===== src/rtl/imm_loader.sv =====
// Immediate-operand source for the scheduler: latches the short immediate or
// fetches a little-endian 16-bit immediate, then serves it as NSHIFT-bit slices.
//
// state     | meaning
// S_IDLE    | no instruction; slice outputs are not meaningful
// S_SHORT   | short immediate latched, slices available
// S_LOAD_LO | waiting for the low immediate byte from prefetch
// S_LOAD_HI | waiting for the high immediate byte from prefetch
// S_FULL    | 16-bit immediate complete, slices available
module imm_loader #(
  parameter int NSHIFT     = 2,
  parameter int IMM_BITS   = 16,
  parameter int SHORT_BITS = 8
) (
  input  logic                  clk,
  input  logic                  reset,
  input  logic                  inst_start_i,
  input  logic [SHORT_BITS-1:0] short_imm_i,
  input  logic                  inst_done_i,
  input  logic                  load_imm16_i,
  output logic                  imm16_loaded_o,
  input  logic [7:0]            pf_data_i,
  input  logic                  pf_valid_i,
  output logic                  pf_ready_o,
  input  logic                  next_imm_data_i,
  input  logic                  rewind_i,
  output logic [NSHIFT-1:0]     imm_data_out_o,
  output logic                  busy_o
);

  localparam int NSLICE = IMM_BITS / NSHIFT;
  localparam int PTR_W  = (NSLICE > 1) ? $clog2(NSLICE) : 1;
  localparam logic [PTR_W-1:0] PTR_LAST = PTR_W'(NSLICE - 1);

  if ((IMM_BITS % 8) != 0 || (IMM_BITS % NSHIFT) != 0 || IMM_BITS < 16 ||
      SHORT_BITS > IMM_BITS) begin : g_bad_params
    $error("imm_loader: unsupported parameter combination");
  end

  typedef enum logic [2:0] {
    S_IDLE,
    S_SHORT,
    S_LOAD_LO,
    S_LOAD_HI,
    S_FULL
  } state_e;

  state_e              state_q, state_d;
  logic [IMM_BITS-1:0] imm_q, imm_d;
  logic [PTR_W-1:0]    ptr_q, ptr_d;
  logic                loading;
  logic                serving;
  logic                load_start;
  logic                pf_fire;

  assign loading    = (state_q == S_LOAD_LO) || (state_q == S_LOAD_HI);
  assign serving    = (state_q == S_SHORT) || (state_q == S_FULL);
  assign load_start = ((state_q == S_IDLE) || (state_q == S_SHORT)) && load_imm16_i;
  // Reset blocks the handshake in its own cycle so no byte is swallowed.
  assign pf_fire    = loading && pf_valid_i && !reset;

  always_ff @(posedge clk) begin
    if (reset) begin
      state_q <= S_IDLE;
      imm_q   <= '0;
      ptr_q   <= '0;
    end else begin
      state_q <= state_d;
      imm_q   <= imm_d;
      ptr_q   <= ptr_d;
    end
  end

  always_comb begin
    state_d = state_q;
    imm_d   = imm_q;
    ptr_d   = ptr_q;

    // A byte accepted on the handshake is kept even if the load is aborted.
    if (pf_fire) begin
      if (state_q == S_LOAD_LO) begin
        imm_d = (imm_q & ~IMM_BITS'(8'hFF)) | IMM_BITS'(pf_data_i);
      end else begin
        imm_d = (imm_q & IMM_BITS'(16'h00FF)) | (IMM_BITS'(pf_data_i) << 8);
      end
    end

    if (inst_start_i) begin
      state_d = S_SHORT;
      imm_d   = IMM_BITS'(short_imm_i);
      ptr_d   = '0;
    end else if (inst_done_i) begin
      state_d = S_IDLE;
      ptr_d   = '0;
    end else begin
      case (state_q)
        S_IDLE, S_SHORT: if (load_imm16_i) state_d = S_LOAD_LO;
        S_LOAD_LO:       if (pf_fire) state_d = S_LOAD_HI;
        S_LOAD_HI:       if (pf_fire) state_d = S_FULL;
        default:         state_d = state_q;
      endcase

      if (rewind_i || load_start) begin
        ptr_d = '0;
      end else if (serving && next_imm_data_i) begin
        ptr_d = (ptr_q == PTR_LAST) ? '0 : ptr_q + 1'b1;
      end
    end
  end

  always_comb begin
    pf_ready_o     = loading && !reset;
    imm16_loaded_o = (state_q == S_LOAD_HI) && pf_fire && !inst_start_i;
    busy_o         = loading;
    imm_data_out_o = imm_q[int'(ptr_q) * NSHIFT +: NSHIFT];
  end

endmodule


===== config.mk =====
export PLATFORM = sky130hd
export DESIGN_NAME = imm_loader
export DESIGN_NICKNAME = d
export VERILOG_FILES = /design/src/rtl/imm_loader.sv
export SDC_FILE = /design/constraint.sdc
export NUM_CORES = 1
export LEC_CHECK = 0
export ABC_CLOCK_PERIOD_IN_PS = 1960
export BUFFER_PORTS_ARGS = -buffer_cell sky130_fd_sc_hd__buf_4
export CAP_MARGIN = 20
export CELL_PAD_IN_SITES_DETAIL_PLACEMENT = 0
export CELL_PAD_IN_SITES_GLOBAL_PLACEMENT = 2
export CORE_AREA = 3 3 62 76
export DETAILED_ROUTE_END_ITERATION = 12
export DIE_AREA = 0 0 65 79
export GPL_TIMING_DRIVEN = 0
export PLACE_DENSITY = 0.75
export REMOVE_ABC_BUFFERS = 1
export SETUP_SLACK_MARGIN = 0.1
export SKIP_CTS_REPAIR_TIMING = 1
export SLEW_MARGIN = 20
export SYNTH_ARGS = -nofsm -noshare
export SYNTH_HDL_FRONTEND = slang
export SYNTH_SLANG_ARGS = --single-unit

===== constraint.sdc =====
create_clock -name clk -period 1.96 [get_ports clk]
set_input_delay 0.392 -clock clk [delete_from_list [all_inputs] [get_ports clk]]
set_output_delay 0.392 -clock clk [all_outputs]
set_load 0.02 [all_outputs]

==> run_results.csv <==
group,metric,value,unit
drt,drt-pass1-iter-count,4,
logic_synthesis,seq_area_frac_synth,0.365,
grt,grtUsageMet2,0.216,
power_and_ir_drop,p_clk_frac,0.416,
drt,drc_errors,0,
power_and_ir_drop,p_comb_frac,0.123,
timing,whs,316,ps
layout,num_antenna_cells,0,
layout,fillCellCount,428,
floorplan,fp.dieW,65,um
worst_setup_path,crit_type,"reg -> out",
timing,clock_skew,4.80,ps
drt,drt-vias-per-instance,5.18,
drt,drt-total-wl,3070,um
timing,finalHoldViolations,0,
power_and_ir_drop,swShare,0.223,
timing,fmax,508,MHz
logic_synthesis,synth_cell_types,32,
logic_synthesis,synth_cells,132,
grt,grt_max_degree,24,
drt,routedWlPerCell,14.6,um
logic_synthesis,yosys.area.top_type_share,0.365,
grt,grt_pass1_vias,1079,
place,post-dp-hpwl,2170,um
clock_network,numCtsBuffers,3,
place,port_buffers,28,
layout,final_common_cell,"buf_4",
logic_synthesis,avgSynthCellArea,9.14,um2
clock_network,h-tree-depth,1,
timing,setup_ws,-9.71,ps
grt,grt_usage,0.123,
logic_synthesis,ys_warn_count,0,
layout,area_delta_synth_final,27.1,%
timing,min_period_over_period,1.00,
grt,grt_antenna_before_repair,0,
floorplan,dieArea,5140,um2
floorplan,die_h,79,um
drt,vias,1087,
clock_network,cts_tree,"yes",
min_path,hold_class,"in -> reg",
worst_setup_path,start_kind,"flip-flop",
status,violations,"negative setup slack",
floorplan,io_pins,29,
timing,finalSetupViolations,2,
logic_synthesis,yosys_most_used_dff,"dfxtp_1",
power_and_ir_drop,leakagePower,0.000583,uW
logic_synthesis,synth_top_area_cell,"dfxtp_1",
clock_network,cts.reportedPaths.clkPinSlew,80,ps
drt,ant_nets,0,
grt,overflow,0,
timing,slew_viol_final,0,
logic_synthesis,ys_ff_latch,22,
worst_setup_path,crit_fanout,5,
clock_network,clock_sink_count,22,
power_and_ir_drop,peakVddDrop,0.242,mV
logic_synthesis,netlist_area,1210,um2
power_and_ir_drop,net-switching-power,228,uW
power_and_ir_drop,p_int,797,uW
worst_setup_path,worstPathArrival,1580,ps
grt,globalRouteMet3Util,0.00849,
drt,drt_iter0_drc,22,
timing,fin_crit,1970,ps
grt,busiest_layer,"met2",
layout,final_cells,210,
logic_synthesis,async_flop_share,0,
grt,gr-usage-met1,0.154,
floorplan,core_area,3970,um2
timing,rsz0062_at_grt,"true",
power_and_ir_drop,p_total,1030,uW
run,maxCapViolations,0,
logic_synthesis,synth_area_leaders,"dfxtp_1 (37%), o21ai_0 (7.5%), mux4_2 (7.5%), a21oi_1 (5.4%), a221oi_1 (5.1%)",
logic_synthesis,synth_edf_count,0,
place,dp_slack,-172,ps
worst_setup_path,setup.worst_path.end_class,"primary output",
layout,drive_above_1_share,0.333,
floorplan,rows,25,
place,globalplace.congestion,0.746,
clock_network,clockBufferDepth,2,
place,dp.cells,202,
layout,utilization,0.386,
clock_network,insertion_delay,260,ps
worst_setup_path,cp.required,1570,ps
layout,final_cell_mix,"buf_4 (30), o21ai_0 (18), dfxtp_1 (18), a21oi_1 (13)",
timing,worst_slew_pin_slew,747,ps
status,status,"finished with violations",
floorplan,start_util,0.304,
timing,slew_headroom,0.502,
clock_network,clock-root-buffer,"clkbuf_8",
power_and_ir_drop,power_density,669,nW/um2
layout,fin_nets,183,
grt,grt_pass1_wl,4980,um
power_and_ir_drop,seqPwrFrac,0.461,
[power by group through the flow]
stage               Sequential, uW  Combinational, uW  Clock (uW)
floorplan                      481               56.5           0
global placement               486                121           0
detailed placement             486                122           0
CTS                            476                123         439
global route                   476                139         449
finish                         473                126         426
[final timing paths]
| kind | startpoint | endpoint | slack (ps) | cells after the start |
|---|---|---|---|---|
| min | inst_done_i | state_q[2]$_SDFFE_PP0P_ | 320 | 2 |
| max | ptr_q[1]$_SDFFE_PP0P_ | imm_data_out_o[0] | -10 | 3 |
| min reg2reg | imm_q[15]$_SDFFE_PP0P_ | imm_q[15]$_SDFFE_PP0P_ | 480 | 2 |
| max reg2reg | state_q[2]$_SDFFE_PP0P_ | imm_q[1]$_SDFFE_PP0P_ | 350 | 3 |
[synthesized netlist by cell type (2+ instances only)]
cell type and instances:
nor3b_1 2, o21ai_0 18, a21oi_1 13, ha_1 2, a221oi_1 7, mux2_2 2, dfxtp_1 22, nand3_1 10
inv_1 10, buf_2 5, a31oi_1 9, buf_6 4, mux4_2 4, nor2b_1 4, clkbuf_1 3
[metrics by stage]
stage	setup TNS [ps]	cell area (um2)
2_1_floorplan	0	1120
3_3_place_gp	-209	1400
3_5_place_dp	-172	1400
4_1_cts	-836	1470
5_1_grt	-109	1530
6_report	-14.0	1530
[state kept, by name (all words and copies together), names as in the netlist]
name and count:
imm_q 16, ptr_q 3, state_q 3
[kinds of logic after synthesis]
logic type                 after synthesis  share of synthesized area
and+or+nand+nor                         25                      0.139
AOI/OAI and AO/OA                       52                      0.266
DFF                                     22                      0.365
xor gates and xnor gates                 2                     0.0145
adders and majority gates                2                     0.0207
buffers and inverters                   23                      0.102
muxes                                    6                     0.0934
[routing by layer]
layer / wire (um) / vias up
met5: 0 / -
met4: 36 / 0
met1: 1310 / 519
met2: 1650 / 25
met3: 69 / 2
li1: - / 541
[critical path: stages (launching register included)]
cell     delay, ps
dfxtp_4        400
mux4_2         500
mux2_4         290
buf_6          130
[area by class of cell]
type	count	area, um2	share of cell area
multi-input combinational	87	654	0.427
sequential	22	450	0.294
timing repair buffer	32	248	0.162
tap	54	67.6	0.0441
clock buffer	3	41.3	0.0269
inverter	11	41.3	0.0269
clock inverter	1	30.0	0.0196
(Power assumes the default switching activity.)
